--- config.mk ---
export PLATFORM = sky130hd
export DESIGN_NAME = dkong3_snd_cmd_latch_flat
export DESIGN_NICKNAME = d
export VERILOG_FILES = /design/src/rtl/dkong3_pkg.sv /design/src/rtl/dkong3_snd_cmd_latch_if.sv /design/src/rtl/dkong3_snd_cmd_ch.sv /design/src/rtl/dkong3_snd_cmd_latch.sv /design/src/flat_wrapper.sv
export SDC_FILE = /design/constraint.sdc
export NUM_CORES = 1
export LEC_CHECK = 0
export CORE_UTILIZATION = 40
export DETAILED_ROUTE_END_ITERATION = 8
export PLACE_DENSITY_LB_ADDON = 0.08
export SLEW_MARGIN = 25
export SYNTH_ARGS = -nofsm -noshare
export SYNTH_HDL_FRONTEND = slang
export SYNTH_HIERARCHICAL = 1
export SYNTH_SLANG_ARGS = --single-unit
--- constraint.sdc ---
create_clock -name I_CLK12M -period 3.3 [get_ports I_CLK12M]
set_clock_uncertainty 0.1 [all_clocks]
set_input_delay 0.66 -clock I_CLK12M [delete_from_list [all_inputs] [get_ports I_CLK12M]]
set_output_delay 0.66 -clock I_CLK12M [all_outputs]
set_load 0.03 [all_outputs]
--- src/rtl/dkong3_pkg.sv ---
// -----------------------------------------------------------------------------
// dkong3_pkg
// Shared constants and types for the Donkey Kong 3 sound-command mailbox.
//   NUM_SND_CH    : number of sound sub-CPU command channels
//   STAT_PEND_LSB : bit position of the pend flags in the status byte
//   STAT_OVR_LSB  : bit position of the overrun flags in the status byte
//   ch_state_e    : per-channel mailbox state (empty / command pending)
// -----------------------------------------------------------------------------
package dkong3_pkg;

   localparam int NUM_SND_CH    = 2;
   localparam int STAT_PEND_LSB = 0;
   localparam int STAT_OVR_LSB  = 4;

   typedef enum logic {
      CH_IDLE = 1'b0,
      CH_FULL = 1'b1
   } ch_state_e;

endpackage

--- src/rtl/dkong3_snd_cmd_latch_if.sv ---
// -----------------------------------------------------------------------------
// dkong3_snd_cmd_latch_if
// Bus bundle between the main CPU decoder / sub-CPUs and the command mailbox.
//   I_DB          : main CPU data bus (8)
//   I_WR_STB_n    : per-channel write strobe, active-low
//   I_SUB_RESETn  : per-channel sub-CPU reset, active-low
//   I_SUB_RD_n    : per-channel sub-CPU read strobe, active-low
//   I_STAT_RD_n   : main CPU status read strobe, active-low
//   O_SUB_DB      : latched command bytes, channel c at [8c+7:8c]
//   O_SUB_IRQ_n   : per-channel interrupt request, active-low
//   O_PEND        : per-channel command-pending flags
//   O_STAT_DB     : status byte for the main CPU
// Modports: master = CPU/decoder side, slave = mailbox.
// -----------------------------------------------------------------------------
interface dkong3_snd_cmd_latch_if
   import dkong3_pkg::*;
#(
   parameter int NUM_CH = NUM_SND_CH
);

   logic [7:0]          I_DB;
   logic [NUM_CH-1:0]   I_WR_STB_n;
   logic [NUM_CH-1:0]   I_SUB_RESETn;
   logic [NUM_CH-1:0]   I_SUB_RD_n;
   logic                I_STAT_RD_n;
   logic [8*NUM_CH-1:0] O_SUB_DB;
   logic [NUM_CH-1:0]   O_SUB_IRQ_n;
   logic [NUM_CH-1:0]   O_PEND;
   logic [7:0]          O_STAT_DB;

   modport master (
      output I_DB, I_WR_STB_n, I_SUB_RESETn, I_SUB_RD_n, I_STAT_RD_n,
      input  O_SUB_DB, O_SUB_IRQ_n, O_PEND, O_STAT_DB
   );

   modport slave (
      input  I_DB, I_WR_STB_n, I_SUB_RESETn, I_SUB_RD_n, I_STAT_RD_n,
      output O_SUB_DB, O_SUB_IRQ_n, O_PEND, O_STAT_DB
   );

endinterface

--- src/rtl/dkong3_snd_cmd_ch.sv ---
// -----------------------------------------------------------------------------
// dkong3_snd_cmd_ch
// One mailbox channel: command latch, strobe edge detectors, IDLE/FULL state
// and (with DKONG3_SNDLATCH_STATUS_EN) the overrun flag.
//   clk_i, rst_i   : 12 MHz clock, asynchronous active-high reset
//   db_i           : main CPU data bus
//   wr_stb_n_i     : write strobe, active-low (event on falling edge)
//   sub_reset_n_i  : sub-CPU reset, active-low, clears the channel
//   sub_rd_n_i     : sub-CPU read strobe, active-low (ack on rising edge)
//   ovr_clr_i      : one-cycle pulse clearing the overrun flag
//   latch_o        : latched command byte
//   pend_o         : command pending
//   irq_n_o        : interrupt request, active-low
//   ovr_o          : overrun flag (constant 0 without the status build)
// Macro: DKONG3_SNDLATCH_STATUS_EN enables the overrun register.
// -----------------------------------------------------------------------------
module dkong3_snd_cmd_ch
   import dkong3_pkg::*;
(
   input  logic       clk_i,
   input  logic       rst_i,
   input  logic [7:0] db_i,
   input  logic       wr_stb_n_i,
   input  logic       sub_reset_n_i,
   input  logic       sub_rd_n_i,
   input  logic       ovr_clr_i,
   output logic [7:0] latch_o,
   output logic       pend_o,
   output logic       irq_n_o,
   output logic       ovr_o
);

   ch_state_e  state_q;
   logic [7:0] latch_q;
   logic       wr_prev_q;
   logic       rd_prev_q;
   logic       wr_arm_q;
   logic       wr_fall;
   logic       rd_rise;

   // A strobe still held low when I_RESET releases must not count as a write;
   // the write detector is armed only once the strobe has been sampled high.
   assign wr_fall = wr_arm_q & wr_prev_q & ~wr_stb_n_i;
   assign rd_rise = ~rd_prev_q & sub_rd_n_i;

   always_ff @(posedge clk_i or posedge rst_i) begin
      if (rst_i) begin
         state_q   <= CH_IDLE;
         latch_q   <= 8'h00;
         wr_prev_q <= 1'b1;
         rd_prev_q <= 1'b1;
         wr_arm_q  <= 1'b0;
      end else begin
         // Strobe levels are tracked even during sub reset so that a strobe
         // held low across the sub-reset release does not fire an event.
         wr_prev_q <= wr_stb_n_i;
         rd_prev_q <= sub_rd_n_i;
         if (wr_stb_n_i) begin
            wr_arm_q <= 1'b1;
         end
         if (!sub_reset_n_i) begin
            state_q <= CH_IDLE;
            latch_q <= 8'h00;
         end else begin
            case (state_q)
               CH_IDLE: begin
                  if (wr_fall) begin
                     latch_q <= db_i;
                     state_q <= CH_FULL;
                  end
               end
               CH_FULL: begin
                  // Write beats a simultaneous read ack: stay FULL.
                  if (wr_fall) begin
                     latch_q <= db_i;
                  end else if (rd_rise) begin
                     state_q <= CH_IDLE;
                  end
               end
               default: state_q <= CH_IDLE;
            endcase
         end
      end
   end

   assign latch_o = latch_q;
   assign pend_o  = (state_q == CH_FULL);
   assign irq_n_o = (state_q != CH_FULL);

`ifdef DKONG3_SNDLATCH_STATUS_EN
   logic ovr_q;

   // An overrun in the same cycle as the status-read clear wins.
   always_ff @(posedge clk_i or posedge rst_i) begin
      if (rst_i) begin
         ovr_q <= 1'b0;
      end else if (!sub_reset_n_i) begin
         ovr_q <= 1'b0;
      end else if (wr_fall && (state_q == CH_FULL)) begin
         ovr_q <= 1'b1;
      end else if (ovr_clr_i) begin
         ovr_q <= 1'b0;
      end
   end

   assign ovr_o = ovr_q;
`else
   logic unused_ovr_clr;
   assign unused_ovr_clr = ovr_clr_i;
   assign ovr_o          = 1'b0;
`endif

endmodule

--- src/rtl/dkong3_snd_cmd_latch.sv ---
// -----------------------------------------------------------------------------
// dkong3_snd_cmd_latch
// Sound-command mailbox from the main Z80 to the two 2A03 sound sub-CPUs.
// Ports:
//   I_CLK12M : 12 MHz system clock
//   I_RESET  : asynchronous active-high reset
//   bus      : dkong3_snd_cmd_latch_if.slave (data bus, strobes, sub resets,
//              latched bytes, IRQs, pend flags, status byte)
// Macro: DKONG3_SNDLATCH_STATUS_EN enables overrun flags and the status byte
//        (pend at [NUM_CH-1:0], ovr at [NUM_CH+3:4], read clears ovr).
//        Undefined: status byte is 8'h00 and I_STAT_RD_n is ignored.
// -----------------------------------------------------------------------------
module dkong3_snd_cmd_latch
   import dkong3_pkg::*;
#(
   parameter int NUM_CH = NUM_SND_CH
)(
   input  logic                  I_CLK12M,
   input  logic                  I_RESET,
   dkong3_snd_cmd_latch_if.slave bus
);

   logic [NUM_CH-1:0] pend;
   logic [NUM_CH-1:0] ovr;
   logic              ovr_clr;

   for (genvar c = 0; c < NUM_CH; c++) begin : g_ch
      dkong3_snd_cmd_ch u_ch (
         .clk_i         (I_CLK12M),
         .rst_i         (I_RESET),
         .db_i          (bus.I_DB),
         .wr_stb_n_i    (bus.I_WR_STB_n[c]),
         .sub_reset_n_i (bus.I_SUB_RESETn[c]),
         .sub_rd_n_i    (bus.I_SUB_RD_n[c]),
         .ovr_clr_i     (ovr_clr),
         .latch_o       (bus.O_SUB_DB[8*c +: 8]),
         .pend_o        (pend[c]),
         .irq_n_o       (bus.O_SUB_IRQ_n[c]),
         .ovr_o         (ovr[c])
      );
   end

   assign bus.O_PEND = pend;

`ifdef DKONG3_SNDLATCH_STATUS_EN
   logic       stat_prev_q;
   logic [7:0] stat_db;

   // The end of a status read (rising edge) clears every overrun flag.
   always_ff @(posedge I_CLK12M or posedge I_RESET) begin
      if (I_RESET) begin
         stat_prev_q <= 1'b1;
      end else begin
         stat_prev_q <= bus.I_STAT_RD_n;
      end
   end

   assign ovr_clr = ~stat_prev_q & bus.I_STAT_RD_n;

   always_comb begin
      stat_db = 8'h00;
      if (!bus.I_STAT_RD_n) begin
         stat_db[STAT_PEND_LSB +: NUM_CH] = pend;
         stat_db[STAT_OVR_LSB  +: NUM_CH] = ovr;
      end
   end

   assign bus.O_STAT_DB = stat_db;
`else
   logic unused_stat;
   assign unused_stat   = bus.I_STAT_RD_n ^ (^ovr);
   assign ovr_clr       = 1'b0;
   assign bus.O_STAT_DB = 8'h00;
`endif

endmodule

--- src/flat_wrapper.sv ---
// flat-port wrapper written by rule: the top's interface ports become plain ports
module dkong3_snd_cmd_latch_flat import dkong3_pkg::*;
#(
   parameter int NUM_CH = NUM_SND_CH
)
  (I_CLK12M, I_RESET, bus_I_DB, bus_I_WR_STB_n, bus_I_SUB_RESETn, bus_I_SUB_RD_n, bus_I_STAT_RD_n, bus_O_SUB_DB, bus_O_SUB_IRQ_n, bus_O_PEND, bus_O_STAT_DB);
  dkong3_snd_cmd_latch_if #(.NUM_CH(NUM_CH)) bus_i ();
  input  logic I_CLK12M;
  input  logic I_RESET;
  input wire logic [$bits(bus_i.I_DB)-1:0] bus_I_DB;
  input wire logic [$bits(bus_i.I_WR_STB_n)-1:0] bus_I_WR_STB_n;
  input wire logic [$bits(bus_i.I_SUB_RESETn)-1:0] bus_I_SUB_RESETn;
  input wire logic [$bits(bus_i.I_SUB_RD_n)-1:0] bus_I_SUB_RD_n;
  input wire logic [$bits(bus_i.I_STAT_RD_n)-1:0] bus_I_STAT_RD_n;
  output wire logic [$bits(bus_i.O_SUB_DB)-1:0] bus_O_SUB_DB;
  output wire logic [$bits(bus_i.O_SUB_IRQ_n)-1:0] bus_O_SUB_IRQ_n;
  output wire logic [$bits(bus_i.O_PEND)-1:0] bus_O_PEND;
  output wire logic [$bits(bus_i.O_STAT_DB)-1:0] bus_O_STAT_DB;
  assign bus_i.I_DB = bus_I_DB;
  assign bus_i.I_WR_STB_n = bus_I_WR_STB_n;
  assign bus_i.I_SUB_RESETn = bus_I_SUB_RESETn;
  assign bus_i.I_SUB_RD_n = bus_I_SUB_RD_n;
  assign bus_i.I_STAT_RD_n = bus_I_STAT_RD_n;
  assign bus_O_SUB_DB = bus_i.O_SUB_DB;
  assign bus_O_SUB_IRQ_n = bus_i.O_SUB_IRQ_n;
  assign bus_O_PEND = bus_i.O_PEND;
  assign bus_O_STAT_DB = bus_i.O_STAT_DB;
  dkong3_snd_cmd_latch #(.NUM_CH(NUM_CH)) u_core (.I_CLK12M(I_CLK12M), .I_RESET(I_RESET), .bus(bus_i));
endmodule
==> flow_summary.yaml <==
run_status:
  status: "complete, no violations"
clock_network:
  cts_root_buf: "clkbuf_4"
  h-tree-depth: 1
  cts_inserted_buffers: 3
  postCtsSetupBuffers: 0
  cts_buffer_depth: 2
  clkSinkCount: 24
  clk_latency_ps: 310
  clkTransAtPathRegs_ps: 130
  cts_hold_buf: 0
  cts_tree: "done"
  cts_resized: 0
grt:
  grt_max_degree: 18
  track_usage_pct: 14.9
  gr-total-overflow: 0
  grt_pass1_vias: 725
  grt_pass1_wl_mm: 3.15
  antenna_found_initial: 0
pwr:
  comb_power_share_pct: 20.9
  finalPower_uw: 591
  p_leak_nw: 0.633
  power_switching_uw: 166
  p_int_uw: 425
  seqPwrFrac_pct: 53.6
  powerDensity_nw_per_um2: 405
  ir_drop_v: 0.000360
  clkPwrFrac_pct: 25.4
  switching_share_pct: 28.0
die:
  pin_count: 45
  die_area_um2: 3020
  rows: 18
  die_y_um: 54.9
  initial_utilization_pct: 43.6
  die_x_um: 54.9
  core-area_um2: 2570
setup_path:
  crit_chain: "inv_1, clkdlybuf4s50_1"
  start_kind: "register"
  cp-startpoint: "u_core/g_ch[0].u_ch/pend_o$_DFF_PP0_"
  r2r-end: "u_core/g_ch[0].u_ch/latch_o[2]$_DFFE_PP0P_"
  crit_path_end: "bus_O_SUB_IRQ_n[0]"
  r2r-start: "u_core/g_ch[0].u_ch/wr_prev_q$_DFF_PP1_"
  critPathKind: "reg -> out"
  cp_max_fo: 3
  cpPeakStageDelay_ps: 650
  endpoint_kind: "output pin"
  cp.required_ps: 2540
  reg2reg_depth: 3
  reg2reg_slack_ps: 2040
  worst-endpoint-arrival_ps: 1430
  crit_slowest_cell: "clkdlybuf4s50_1"
sta:
  finalCriticalPeriod_ps: 2190
  timing.hold.ws_ps: 419
  setup_violations: 0
  timing.max_slew.rel_slack_pct: 61.7
  min_period_over_period_pct: 66.4
  maxSlewViolCount: 0
  worst_pin_slew_ps: 572
  rsz0062_at_grt: "no"
  fmax_mhz: 456
  fin_tns_setup_ps: 0
  final_hold_viol_count: 0
cells_and_area:
  utilization_pct: 56.8
  syn_to_final_growth_pct: 30.2
  drive_gt1_share_pct: 24.1
  design_area_um2: 1460
  antenna_cells: 0
  fill_cells: 233
  nNetsFinal: 151
routing:
  first_pass_iters: 4
  wl_mm: 1.96
  ant_nets: 0
  num_vias: 777
  drtIter0Drc: 6
  drc: 0
  avgViaCountPerCell: 4.77
  wire_per_inst_um: 12.0
place:
  placed_area_um2: 1420
  portBuffers: 35
  place_hpwl_mm: 1.43
  place_congestion: 0.638
run:
  drv_cap: 0
synthesis:
  syn_avg_cell_area_um2: 11.1
  synth_cells: 101
  syn_area_um2: 1120
  ys_warn_count: 6
hold_path:
  hp-class: "reg -> reg"
-- routing by layer --
metal	wire length (um)	part of all wire [%]	track usage, %	vias up
li1	-	-	-	386
met1	890	46	18.3	358
met2	910	47	25.7	31
met3	141	7.2	5.19	2
met4	12	0.61	2.50	0
met5	0	0	0	-
-- worst min-delay path by stage --
stage                                                from                                          to  slack [ps]  cells past startpoint
6_report       u_core/g_ch[0].u_ch/latch_o[1]$_DFFE_PP0P_  u_core/g_ch[0].u_ch/latch_o[1]$_DFFE_PP0P_         420                      2
3_3_place_gp   u_core/g_ch[1].u_ch/latch_o[6]$_DFFE_PP0P_  u_core/g_ch[1].u_ch/latch_o[6]$_DFFE_PP0P_         390                      2
4_1_cts        u_core/g_ch[0].u_ch/latch_o[1]$_DFFE_PP0P_  u_core/g_ch[0].u_ch/latch_o[1]$_DFFE_PP0P_         430                      2
3_5_place_dp   u_core/g_ch[0].u_ch/latch_o[1]$_DFFE_PP0P_  u_core/g_ch[0].u_ch/latch_o[1]$_DFFE_PP0P_         400                      2
5_1_grt        u_core/g_ch[0].u_ch/latch_o[1]$_DFFE_PP0P_  u_core/g_ch[0].u_ch/latch_o[1]$_DFFE_PP0P_         460                      2
2_1_floorplan    u_core/g_ch[0].u_ch/wr_arm_q$_DFFE_PP0P_    u_core/g_ch[0].u_ch/wr_arm_q$_DFFE_PP0P_         400                      1
-- final cells by class --
class / instances / area, um^2 / share of cell area, %
clock buffers: 4 / 36.3 / 2.49
well taps: 30 / 37.5 / 2.58
inverters: 6 / 22.5 / 1.55
repair buffers: 35 / 350 / 24.0
multi-input cells: 64 / 405 / 27.8
flip-flops and latches: 24 / 606 / 41.5
-- state kept, by name, indices dropped and copies added, names as in the netlist --
register	flops
u_core/g_ch.u_ch/latch_o	16
u_core/g_ch.u_ch/wr_prev_q	2
u_core/g_ch.u_ch/wr_arm_q	2
u_core/g_ch.u_ch/pend_o	2
u_core/g_ch.u_ch/rd_prev_q	2
-- metrics by stage --
stage / cells / worst slack (ps)
floorplan: 108 / 1810
global placement: 159 / 1380
detailed placement: 159 / 1330
CTS: 163 / 1090
global route: 163 / 1050
finish: 163 / 1110
-- cell usage in the layout, fill, tap and decap left out, drive strengths merged --
master          n
a21boi          2
clkbuf          4
clkdlybuf4s50  35
conb            8
dfrtp          20
dfstp           4
inv             6
nand2          16
nand3          16
nand3b          2
o21ai          18
or2             2
-- worst max-delay path: cells and delay by family, from the launching register on --
family / cells / cell delay, ps
buffers and inverters: 2 / 710
flip-flops: 1 / 420
-- power groups by stage --
stage | Clock (mW) | Sequential [mW] | Combinational, mW
final | 0.150 | 0.317 | 0.124
after global routing | 0.169 | 0.319 | 0.134
after CTS | 0.157 | 0.317 | 0.125
after detailed placement | 0 | 0.322 | 0.125
after global placement | 0 | 0.322 | 0.124
after floorplan | 0 | 0.343 | 0.0647
(Power assumes the default switching activity.)
